$ cat config.mk
export PLATFORM = sky130hd
export DESIGN_NAME = bsg_halfpod_sdr_reset_sequencer_flat
export DESIGN_NICKNAME = d
export VERILOG_FILES = /design/src/rtl/bsg_halfpod_sdr_reset_sequencer_pkg.sv /design/src/rtl/bsg_halfpod_sdr_reset_sequencer_if.sv /design/src/rtl/bsg_halfpod_sdr_reset_sequencer_counter.sv /design/src/rtl/bsg_halfpod_sdr_reset_sequencer.sv /design/src/flat_wrapper.sv
export SDC_FILE = /design/constraint.sdc
export NUM_CORES = 1
export LEC_CHECK = 0
export CORE_MARGIN = 2
export CORE_UTILIZATION = 45
export CTS_CLUSTER_DIAMETER = 30
export DETAILED_ROUTE_END_ITERATION = 10
export PLACE_DENSITY_LB_ADDON = 0.12
export SLEW_MARGIN = 10
export SYNTH_ARGS = -nofsm -noshare
export SYNTH_HDL_FRONTEND = slang
export SYNTH_SLANG_ARGS = --single-unit
$ cat constraint.sdc
create_clock -name clk_i -period 2.3 [get_ports clk_i]
set_clock_uncertainty 0.2 [all_clocks]
set_input_delay 0.46 -clock clk_i [delete_from_list [all_inputs] [get_ports clk_i]]
set_output_delay 0.46 -clock clk_i [all_outputs]
set_load 0.1 [all_outputs]
$ cat src/rtl/bsg_halfpod_sdr_reset_sequencer_pkg.sv
// bsg_halfpod_sdr_reset_sequencer_pkg: state encodings and sizing helper shared by the sequencer and its decoders
package bsg_halfpod_sdr_reset_sequencer_pkg;
    localparam logic [3:0] IDLE     = 4'd0;
    localparam logic [3:0] DIS_OFF  = 4'd1;
    localparam logic [3:0] TOK_HI   = 4'd2;
    localparam logic [3:0] TOK_LO   = 4'd3;
    localparam logic [3:0] UP_OFF   = 4'd4;
    localparam logic [3:0] DOWN_OFF = 4'd5;
    localparam logic [3:0] DS_OFF   = 4'd6;
    localparam logic [3:0] CORE_OFF = 4'd7;
    localparam logic [3:0] RUN      = 4'd8;

    typedef logic [3:0] bsg_halfpod_sdr_rst_state_e;

    function automatic int safe_clog2(input int n);
        return n < 2 ? 1 : $clog2(n);
    endfunction
endpackage

$ cat src/rtl/bsg_halfpod_sdr_reset_sequencer_if.sv
// bsg_halfpod_sdr_reset_sequencer_if: start/stop controls and reset/status nets of the sequencer
interface bsg_halfpod_sdr_reset_sequencer_if;
    logic       start_i;
    logic       stop_i;
    logic       sdr_disable_o;
    logic       sdr_token_reset_o;
    logic       sdr_uplink_reset_o;
    logic       sdr_downlink_reset_o;
    logic       sdr_downstream_reset_o;
    logic       core_reset_o;
    logic       busy_o;
    logic       done_o;
    logic [3:0] state_o;

    modport master(output start_i, stop_i,
                   input sdr_disable_o, sdr_token_reset_o, sdr_uplink_reset_o, sdr_downlink_reset_o,
                         sdr_downstream_reset_o, core_reset_o, busy_o, done_o, state_o);
    modport slave(input start_i, stop_i,
                  output sdr_disable_o, sdr_token_reset_o, sdr_uplink_reset_o, sdr_downlink_reset_o,
                         sdr_downstream_reset_o, core_reset_o, busy_o, done_o, state_o);
endinterface

$ cat src/rtl/bsg_halfpod_sdr_reset_sequencer_counter.sv
// bsg_halfpod_sdr_reset_sequencer_counter: clear/up dwell counter, clear has priority
module bsg_halfpod_sdr_reset_sequencer_counter #(
    parameter int width_p = 1
) (
    input  logic               clk_i,
    input  logic               async_reset_i,
    input  logic               clear_i,
    input  logic               up_i,
    output logic [width_p-1:0] count_o
);
    always_ff @(posedge clk_i or posedge async_reset_i)
        if (async_reset_i) count_o <= '0;
        else count_o <= clear_i ? '0 : count_o + width_p'(up_i);
endmodule

$ cat src/rtl/bsg_halfpod_sdr_reset_sequencer.sv
// bsg_halfpod_sdr_reset_sequencer: walks the SDR link / core bring-up order with a fixed dwell per step
module bsg_halfpod_sdr_reset_sequencer
    import bsg_halfpod_sdr_reset_sequencer_pkg::*;
#(
    parameter int wait_cycles_p = 64
) (
    input logic                               clk_i,
    input logic                               async_reset_i,
    bsg_halfpod_sdr_reset_sequencer_if.slave  io
);
    localparam int cw = safe_clog2(wait_cycles_p);

    bsg_halfpod_sdr_rst_state_e state_r, state_n;
    logic [cw-1:0] count;
    logic timed, dwell_done;

    assign timed      = state_r != IDLE && state_r != RUN;
    assign dwell_done = count == cw'(wait_cycles_p - 1);
    assign io.state_o = state_r;

    // stop wins everywhere but IDLE; undefined encodings fall back to IDLE
    always_comb
        state_n = (io.stop_i && state_r != IDLE) ? IDLE
                : state_r == IDLE ? ((io.start_i && !io.stop_i) ? DIS_OFF : IDLE)
                : state_r == RUN  ? RUN
                : state_r >  RUN  ? IDLE
                : dwell_done      ? state_r + 4'd1
                : state_r;

    bsg_halfpod_sdr_reset_sequencer_counter #(.width_p(cw)) dwell (
        .clk_i        (clk_i),
        .async_reset_i(async_reset_i),
        .clear_i      (state_n != state_r),
        .up_i         (timed),
        .count_o      (count)
    );

    always_ff @(posedge clk_i or posedge async_reset_i)
        if (async_reset_i) begin
            state_r                   <= IDLE;
            io.sdr_disable_o          <= 1'b1;
            io.sdr_token_reset_o      <= 1'b0;
            io.sdr_uplink_reset_o     <= 1'b1;
            io.sdr_downlink_reset_o   <= 1'b1;
            io.sdr_downstream_reset_o <= 1'b1;
            io.core_reset_o           <= 1'b1;
            io.busy_o                 <= 1'b0;
            io.done_o                 <= 1'b0;
        end else begin
            state_r                   <= state_n;
            io.sdr_disable_o          <= state_n == IDLE;
            io.sdr_token_reset_o      <= state_n == TOK_HI;
            io.sdr_uplink_reset_o     <= state_n < UP_OFF;
            io.sdr_downlink_reset_o   <= state_n < DOWN_OFF;
            io.sdr_downstream_reset_o <= state_n < DS_OFF;
            io.core_reset_o           <= state_n < CORE_OFF;
            io.busy_o                 <= state_n != IDLE && state_n != RUN;
            io.done_o                 <= state_n == RUN;
        end
endmodule

$ cat src/flat_wrapper.sv
// flat-port wrapper written by rule: the top's interface ports become plain ports
module bsg_halfpod_sdr_reset_sequencer_flat import bsg_halfpod_sdr_reset_sequencer_pkg::*;
#(
    parameter int wait_cycles_p = 64
)
  (clk_i, async_reset_i, io_start_i, io_stop_i, io_sdr_disable_o, io_sdr_token_reset_o, io_sdr_uplink_reset_o, io_sdr_downlink_reset_o, io_sdr_downstream_reset_o, io_core_reset_o, io_busy_o, io_done_o, io_state_o);
  bsg_halfpod_sdr_reset_sequencer_if io_i ();
  input logic clk_i;
  input logic async_reset_i;
  input wire logic [$bits(io_i.start_i)-1:0] io_start_i;
  input wire logic [$bits(io_i.stop_i)-1:0] io_stop_i;
  output wire logic [$bits(io_i.sdr_disable_o)-1:0] io_sdr_disable_o;
  output wire logic [$bits(io_i.sdr_token_reset_o)-1:0] io_sdr_token_reset_o;
  output wire logic [$bits(io_i.sdr_uplink_reset_o)-1:0] io_sdr_uplink_reset_o;
  output wire logic [$bits(io_i.sdr_downlink_reset_o)-1:0] io_sdr_downlink_reset_o;
  output wire logic [$bits(io_i.sdr_downstream_reset_o)-1:0] io_sdr_downstream_reset_o;
  output wire logic [$bits(io_i.core_reset_o)-1:0] io_core_reset_o;
  output wire logic [$bits(io_i.busy_o)-1:0] io_busy_o;
  output wire logic [$bits(io_i.done_o)-1:0] io_done_o;
  output wire logic [$bits(io_i.state_o)-1:0] io_state_o;
  assign io_i.start_i = io_start_i;
  assign io_i.stop_i = io_stop_i;
  assign io_sdr_disable_o = io_i.sdr_disable_o;
  assign io_sdr_token_reset_o = io_i.sdr_token_reset_o;
  assign io_sdr_uplink_reset_o = io_i.sdr_uplink_reset_o;
  assign io_sdr_downlink_reset_o = io_i.sdr_downlink_reset_o;
  assign io_sdr_downstream_reset_o = io_i.sdr_downstream_reset_o;
  assign io_core_reset_o = io_i.core_reset_o;
  assign io_busy_o = io_i.busy_o;
  assign io_done_o = io_i.done_o;
  assign io_state_o = io_i.state_o;
  bsg_halfpod_sdr_reset_sequencer #(.wait_cycles_p(wait_cycles_p)) u_core (.clk_i(clk_i), .async_reset_i(async_reset_i), .io(io_i));
endmodule
==> flow_summary.yaml, run 1 <==
run_status:
  outcome: "completed"
global_route:
  grt_pass1_wl_mm: 3.567
  grtUsageTotal_pct: 19.25
  grt_start_max_net_pins: 19
  antenna_found_initial: 0
  grt_pass1_vias: 811
  overflow: 0
critical_path:
  critical_path_arrival_ps: 2180
  r2r_slack_ps: 140
  path_max_fanout: 7
  worst_setup_path_end_kind: "flop"
  worstPathRequired_ps: 2320
  start_kind: "flop"
  ff2ff_path_depth: 8
  path_class: "reg2reg"
floorplanning:
  die_h_um: 49.02
  io_pins: 16
  dieArea_mm2: 0.002403
  core_mm2: 0.001942
  initial_core_util_pct: 46.97
  die-width_um: 49.02
  rows: 16
routing:
  drt_pass1_iterations: 4
  viasPerCell: 5.344
  vias: 807
  ant_nets: 0
  drc: 0
  drt_iter0_markers: 35
  wirelength_mm: 2.043
  wl_per_cell_um: 13.53
power:
  power_leakage_nw: 0.5819
  power.internal_w: 0.0004702
  pwr-share-seq_pct: 52.6
  clkPwrFrac_pct: 30.7
  irDropWorstVdd_uv: 428.3
  pwr_density_cell_mw_per_mm2: 504.5
  power.switching_w: 0.0001781
  power_frac_comb_pct: 16.8
  sw_frac_of_total_pct: 27.47
finish:
  nFillCells: 154
  fin_nets: 133
  antenna_cells: 0
  areaGrowthSynthToFinish_pct: 40.88
  layout-drive-gt1-share_pct: 36.29
clock_tree:
  path_clk_slew_ps: 100
  cts_buffers: 3
  numClockSinks: 18
  postCtsHoldBufs: 0
  cts_tree: "done"
  cts_root_buf: "clkbuf_4"
  cts.path.max_buffers: 2
  worstSkewPairLatency_ps: 300
  cts_htree_levels: 1
timing:
  worst_slack_ps: 138.3
  worstMarginPinSlew_ps: 654.3
  fin_crit_sh_pct: 93.99
  rsz0062_at_grt: "false"
  whs_ps: 338.6
  slew_viol_final: 0
  min_period_ps: 2162
  finalSetupViolCount: 0
  relSlewSlack_pct: 56.33
  fmax_ghz: 0.4626
  hold_viol: 0
logic_synthesis:
  syn_avg_cell_area_um2: 9.914
  synth_area_leaders: "dfrtp_1 (36%), dfstp_2 (14%), a21oi_1 (5.5%)"
  synth_warnings: 0
  ys_seq_elements: 18
  synth.largest_area_cell: "dfrtp_1"
  synth-seq-area-share_pct: 50.07
  synth_top_cell_area_share_pct: 35.67
  yosys.cell_types.count: 29
  postSynthCellCount: 92
  synth_nets: 100
  syn_area_um2: 912.1
placed_design:
  gp_congestion: 0.8312
  portBuffers: 15
  hpwl_mm: 1.549
  dp_slack_ps: -93.64
hold_path:
  hold_path.class: "in2async"
job:
  drv_cap: 0
-- worst max-delay path: stages (launching register included) --
cell and delay (ps):
dfrtp_4 470, inv_1 80, ha_4 160, nor2b_1 130, buf_4 140, or4_4 410, a21oi_2 160, o22ai_2 130
nor3_1 210
-- cell usage in the layout (no fill, tap or decap), types with 2 or more instances in the layout --
| master | synthesis | layout |
|---|---|---|
| clkbuf_4 | 0 | 3 |
| dfstp_2 | 5 | 5 |
| nand3_1 | 4 | 4 |
| nor3_1 | 5 | 5 |
| nand2_1 | 7 | 7 |
| dfrtp_1 | 13 | 9 |
| o21ai_0 | 5 | 5 |
| o31ai_1 | 2 | 2 |
| buf_12 | 0 | 5 |
| clkdlybuf4s50_1 | 0 | 3 |
| nor2_1 | 6 | 6 |
| buf_4 | 0 | 20 |
| nor3b_1 | 3 | 3 |
| ha_1 | 4 | 3 |
| a21oi_1 | 10 | 10 |
| nand4_1 | 3 | 3 |
| dfrtp_4 | 0 | 2 |
| xor2_1 | 2 | 2 |
| inv_1 | 6 | 5 |
| dfrtp_2 | 0 | 2 |
| xnor2_1 | 3 | 3 |
-- per-stage QoR --
step,total power [W],std cells,instance area [um^2],setup TNS (ps),util [%]
2_1_floorplan,0.0004164,92,934.6,0,-
3_3_place_gp,0.0004522,143,1219,-244.9,62.76
3_5_place_dp,0.0004538,143,1219,-456.7,62.76
4_1_cts,0.0006496,147,1255,0,64.63
5_1_grt,0.0006845,151,1285,0,66.17
6_report,0.0006483,151,1285,0,66.17
-- cells in the mapped netlist --
library cell / n
and4b_2: 1
nor3b_1: 3
or2_1: 1
or4_4: 1
nand2b_1: 1
inv_1: 6
o21ai_0: 5
nor3_1: 5
a21oi_2: 1
or2_2: 1
nor2_1: 6
and2_1: 1
nor2b_1: 1
o22ai_2: 1
dfstp_2: 5
nand2_1: 7
xor2_1: 2
nor4_1: 1
a21oi_1: 10
ha_1: 4
nand4_1: 3
a21boi_0: 1
a41o_1: 1
dfrtp_1: 13
o31ai_1: 2
xnor2_1: 3
and3_1: 1
and4_1: 1
nand3_1: 4
-- power by group through the flow --
stage / clock network, W / logic [W] / registers [W]
after floorplan: 0 / 0.0000436 / 0.000373
after global placement: 0 / 0.000105 / 0.000347
after detailed placement: 0 / 0.000106 / 0.000348
after CTS: 0.000201 / 0.000106 / 0.000342
after global routing: 0.000221 / 0.000120 / 0.000343
final: 0.000199 / 0.000109 / 0.000341
-- per-layer routing --
metal / track usage [%] / routed length [um]
met5: 0 / 0
met4: 6.190 / 17
met3: 3.988 / 149
met2: 30.59 / 988
met1: 26.35 / 889
-- path summary, 6_finish.rpt --
check	endpoint	from
worst max-delay path	u_core.dwell.count_o[4]	u_core.io.state_o[1]
max in group asynchronous	u_core.io.state_o[0]	async_reset_i
worst min register to register	u_core.dwell.count_o[5]	u_core.dwell.count_o[5]
min in group clk_i	u_core.dwell.count_o[5]	u_core.dwell.count_o[5]
worst min-delay path	u_core.dwell.count_o[5]	async_reset_i
worst max register to register	u_core.dwell.count_o[4]	u_core.io.state_o[1]
-- sequential cells by signal, summed over array words and instances, names as in the netlist --
name                              count
u_core.dwell.count_o                  6
u_core.io.busy_o                      1
u_core.io.core_reset_o                1
u_core.io.done_o                      1
u_core.io.sdr_disable_o               1
u_core.io.sdr_downlink_reset_o        1
u_core.io.sdr_downstream_reset_o      1
u_core.io.sdr_token_reset_o           1
u_core.io.sdr_uplink_reset_o          1
u_core.io.state_o                     4
-- what timing repair did --
action / in CTS / in global routing
endpoints found under the setup margin: 0 / 6
buffers inserted: 0 / 4
resized for setup: 0 / 1
endpoints found under the hold margin: 0 / 0
-- logic make-up after synthesis --
| group | Yosys count | share of synthesized area (%) |
|---|---|---|
| AO/OA/AOI/OAI | 21 | 14.13 |
| XOR/XNOR | 5 | 4.802 |
| adder cells (fa/ha/maj) | 4 | 5.487 |
| buffers and inverters | 6 | 2.469 |
| flip-flops | 18 | 50.07 |
| AND/OR/NAND/NOR | 38 | 23.05 |
-- final cells by class --
class	instances	area (um^2)	share of cell area, %
inverter	6	22.52	1.753
timing repair buffer	28	280.3	21.81
tap	27	33.78	2.629
multi-input combinational	68	445.4	34.66
sequential	18	466.7	36.32
clock buffer	4	36.28	2.824
(Power assumes the default switching activity.)
==> run 2, diff against run 1 <==
- CORE_MARGIN: 2 -> not set
- CORE_UTILIZATION: 45 -> 54
- clock period: 2.3 -> 2.5 ns (I/O delays scaled with it)
==> run 2 against run 1 <==
Flip-flop and latch count unchanged. Cell count down 13%. First-iteration DRC count decreased by 29%. Largest power group unchanged. Highest routed layer unchanged.
==> flow_summary.yaml, run 2 (synthesis gave the netlist of run 1 again) <==
clock_tree:
  postCtsHoldBufs: 0
  worstSkewPairLatency_ps: 290
  cts.path.max_buffers: 2
  cts_root_buf: "clkbuf_4"
  cts_htree_levels: 1
  path_clk_slew_ps: 110
  numClockSinks: 18
  cts_tree: "done"
  cts_buffers: 3
finish:
  multiInputGateArea_um2: 439.2
  top_register: "u_core.dwell.count_o"
  fin_nets: 124
  final_cell_mix: "buf_4 (16), dfrtp_1 (11), a21oi_1 (9)"
  regArea_um2: 461.7
  layout-drive-gt1-share_pct: 28.70
  antenna_cells: 0
  largest_register_ff_count: 6
  final_core_util_pct: 72.65
  nFillCells: 115
  final_cell_area_mm2: 0.001120
  layout_commonest_cell: "buf_4"
  areaGrowthSynthToFinish_pct: 22.77
routing:
  wirelength_mm: 2.098
  wl_per_cell_um: 16.02
  vias: 782
  drt_iter0_markers: 25
  ant_nets: 0
  drt_pass1_iterations: 4
  drc: 0
  viasPerCell: 5.969
global_route:
  grt_pass1_vias: 772
  overflow: 0
  grtUsageTotal_pct: 24.45
  antenna_found_initial: 0
  grt_pass1_wl_mm: 3.408
  grt_start_max_net_pins: 19
critical_path:
  critical_path_arrival_ps: 2350
  start_kind: "flop"
  path_class: "reg2reg"
  path_max_fanout: 7
  worstPathRequired_ps: 2510
  worst_setup_path_end_kind: "flop"
placed_design:
  hpwl_mm: 1.599
  gp_congestion: 0.7700
  placed_cell_area_mm2: 0.001087
  portBuffers: 15
  dp_slack_ps: 18.07
power:
  p_total_w: 0.0005516
  pwr_density_cell_mw_per_mm2: 492.6
  power_leakage_nw: 0.5034
  irDropWorstVdd_uv: 377.2
timing:
  worst_slack_ps: 155.2
  fmax_ghz: 0.4265
  finalSetupTns_ps: 0
  hold_viol: 0
  relSlewSlack_pct: 55.12
  slew_viol_final: 0
  min_period_ps: 2345
  finalSetupViolCount: 0
  fin_crit_sh_pct: 93.79
  rsz0062_at_grt: "false"
  worstMarginPinSlew_ps: 672.5
job:
  drv_cap: 0
floorplanning:
  initial_core_util_pct: 59.17
  core_mm2: 0.001541
  dieArea_mm2: 0.001858
  die_h_um: 43.10
  die-width_um: 43.10
  io_pins: 16
  rows: 14
hold_path:
  hold_path.class: "in2async"
run_status:
  outcome: "completed"
run 2: report_power, final:
group	total [W]	leakage (nW)	internal (W)	switching (W)
Sequential	0.000314	0.228	0.000304	0.00000972
Combinational	0.0000902	0.260	0.0000300	0.0000602
Clock	0.000148	0.0150	0.0000619	0.0000858
Total	0.000552	0.503	0.000396	0.000156
run 2: path summary, 6_finish.rpt:
kind,from,end,slack [ps],depth (start not counted)
setup / recovery,u_core.io.state_o[0],u_core.dwell.count_o[4],160,6
hold / removal,async_reset_i,u_core.io.done_o,390,2
setup reg to reg,u_core.io.state_o[0],u_core.dwell.count_o[4],160,6
hold reg to reg,u_core.dwell.count_o[2],u_core.dwell.count_o[2],410,2
max in group asynchronous,async_reset_i,u_core.io.state_o[0],1220,2
min in group clk_i,u_core.dwell.count_o[2],u_core.dwell.count_o[2],410,2
run 2: what timing repair did:
| action | in CTS | in global routing |
|---|---|---|
| setup endpoints to repair | 0 | 6 |
| gates resized for setup | 0 | 3 |
| buffers inserted | 0 | 0 |
run 2: per-stage QoR:
step                      hold WS (ps)  std cells
after floorplan                  234.9         92
after global placement           365.2        127
after detailed placement         392.9        127
after CTS                        408.3        131
after global routing             455.5        131
final                            388.5        131
run 2: routing by layer:
metal	part of all wire, %	global-route usage, %	up-vias	wire (um)
li1	-	-	376	-
met1	42	32.34	375	880
met2	50	40.60	29	1045
met3	7.3	5.532	2	153
met4	0.91	5.455	0	19
met5	0	0	-	0
run 2: layout make-up:
| class | instances | area share (%) |
|---|---|---|
| well taps | 16 | 1.788 |
| flip-flops and latches | 18 | 41.23 |
| clock buffers | 4 | 2.346 |
| inverters | 6 | 2.011 |
| multi-input cells | 68 | 39.22 |
| repair buffers | 19 | 13.41 |
run 2: worst max-delay path, cell delays in order (launching register included):
cell,delay (ps)
dfrtp_4,540
inv_1,140
ha_1,320
or4_4,540
a21oi_2,160
o22ai_2,130
nor3_1,240
==> edit: new RTL, flow settings as in run 1 <==
`wait_cycles_p` is set to 64 in 2 places; all go to 32.
--- a/src/rtl/bsg_halfpod_sdr_reset_sequencer.sv
+++ b/src/rtl/bsg_halfpod_sdr_reset_sequencer.sv
@@ -4,3 +4,3 @@
 #(
-    parameter int wait_cycles_p = 64
+    parameter int wait_cycles_p = 32
 ) (
--- a/src/flat_wrapper.sv
+++ b/src/flat_wrapper.sv
@@ -3,3 +3,3 @@
 #(
-    parameter int wait_cycles_p = 64
+    parameter int wait_cycles_p = 32
 )
Check against the original RTL: no difference found for any inputs over 10 cycles, from zero or initial values and one cycle with async_reset_i high; that may be too few to reach the edited logic, so the function may still have changed.
==> edit against run 1 <==
- synthesized area grew 3.8%
- count of clock-buffer cells in the layout fell by 1
- global-route usage rose by 0.56 points
- wire length up 3.4%
- die area grew 3.5%
- power is 8.9% lower
- first-iteration DRC count shrank 63%
- clock power fell by 20%
- worst hold slack got worse by 18 ps
- final cell count fell by 7.9%
- sequential cell count down 1
- via count grew 1.4%
- design area shrank 3.0%
- worst setup slack got worse by 6.1 ps
- critical endpoint is now u_core.dwell.count_o[2]
- highest routed layer unchanged
==> edit: results (changes against run 1) <==
pwr:
  seq-power_uw: 323  # -5%
  swShare_pct: 30.3  # +2.8 points
  p_leak_uw: 0.000548  # -5.8%
  vdd.ir_drop.worst_mv: 0.460  # +7.4%
  power_clock_uw: 160  # -20%
global_routing:
  grt_pass1_vias: 824  # +1.6%
  grt_use_total_pct: 19.8  # +0.56 points
  grt_max_degree: 18  # -1
  grt_pass1_wl_microns: 3750  # +5.0%
placement:
  port_buffers: 15  # unchanged
  dp.cells: 135  # -5.6%
  dp_hpwl_microns: 1580  # +2.1%
  gp_congestion: 0.871  # +4.7%
  dp_slack_ps: -1.67  # +92.0 ps
setup_path:
  critPathMaxStageDelay_ps: 540  # +70 ps
  crit_slowest_cell: "o21ai_0"
  arrival_ps: 2100  # -80 ps
  crit_fanout: 9  # +2
  crit_family: "compound AO/OA/AOI/OAI gates"
layout:
  nets: 121  # -9.0%
  top_register: "u_core.dwell.count_o"
  drive_above_1_share_pct: 36.6  # +0.32 points
  largest_reg_flops: 5  # -1
  fill_cells: 155  # +0.65%
clock_network:
  cts_made_buffers: 3  # unchanged
  clockBufferDepth: 2  # unchanged
  cts-resized-gates: 0  # unchanged
  clock_latency_ps: 300  # about the same
  path_clk_slew_ps: 100  # about the same
  post_cts_buffers: 0  # unchanged
hold_path:
  hold_path_class: "in2async"
yosys:
  synth-compound-area-share_pct: 20.5  # +6.3 points
  synth_area_leaders: "dfrtp_1 (32%), dfstp_2 (14%), ha_1 (5.3%)"
  ys_seq_area_share_pct: 45.6  # -4.5 points
  synthAdderAreaFrac_pct: 5.28  # -0.20 points
  avgSynthCellArea_sq_um: 10.5  # +6.1%
  synthXorXnorAreaFrac_pct: 3.70  # -1.1 points
  yosys_warnings: 0  # unchanged
  synth.distinct_cells: 37  # +28%
  synthesis.nets: 98  # -2.0%
  synthTopCellsByCount: "dfrtp_1 (12), inv_1 (9), a21oi_1 (6), a221oi_1 (5), dfstp_2 (5)"
  synth-main-ff-cell: "dfrtp_1"
  postSynth.asyncResetShare_pct: 100  # unchanged
  synth_mux_area_share_pct: 0  # unchanged
sta:
  worst_pin_slew_ps: 654  # -0.445 ps
detailed_routing:
  vias_per_cell: 5.88  # +10%
  dr.pass1.iters: 4  # unchanged
  drtIter0Drc: 13  # -63%
  avgRoutedWirePerCell_microns: 15.2  # +12%
  wirelength_microns: 2110  # +3.4%
outcome:
  status: "finished, final reports clean"
==> edit: final cells by class <==
cell class,count,area (sq um),area share (%)
well taps,27,33.8,2.71
multi-input cells,63,488,39.2
inverters,9,33.8,2.71
flip-flops and latches,17,438,35.1
clock buffers,3,22.5,1.81
clock inverters,1,5.00,0.402
repair buffers,19,225,18.1
==> edit: cell families after synthesis <==
logic type,after synthesis
compound gates,26
xor+xnor,4
fa+ha+maj,4
buf+inv,10
flops,17
simple gates,29
==> edit: final timing paths <==
path | slack, ps | depth (start not counted) | to | startpoint
worst max register to register | 130 | 7 | u_core.dwell.count_o[2] | u_core.io.state_o[0]
min in group clk_i | 470 | 2 | u_core.dwell.count_o[4] | u_core.dwell.count_o[4]
worst max-delay path | 130 | 7 | u_core.dwell.count_o[2] | u_core.io.state_o[0]
max in group asynchronous | 1130 | 2 | u_core.io.state_o[0] | async_reset_i
worst min-delay path | 320 | 2 | u_core.io.done_o | async_reset_i
worst min register to register | 470 | 2 | u_core.dwell.count_o[4] | u_core.dwell.count_o[4]
==> edit: through the flow <==
| step | total power, uW | hold slack [ps] | cell area, sq um |
|---|---|---|---|
| 5_1_grt | 618 | 402 | 1250 |
| 6_report | 591 | 321 | 1250 |
| 4_1_cts | 595 | 346 | 1250 |
| 3_3_place_gp | 434 | 462 | 1220 |
| 3_5_place_dp | 436 | 457 | 1220 |
| 2_1_floorplan | 401 | 182 | 973 |
==> edit: worst reg2reg max path: stages (launching register included) <==
cell	delay [ps]
dfrtp_4	490
inv_1	80
ha_1	210
nor2b_4	150
inv_2	90
a21oi_1	70
o21ai_0	540
a221oi_1	180
==> edit: per-layer routing <==
layer	up-vias	wire (microns)	GRT usage, %
met1	404	958	26.8
met2	28	1010	31.1
met4	0	38	9.72
met3	5	102	2.73
met5	-	0	0
li1	381	-	-
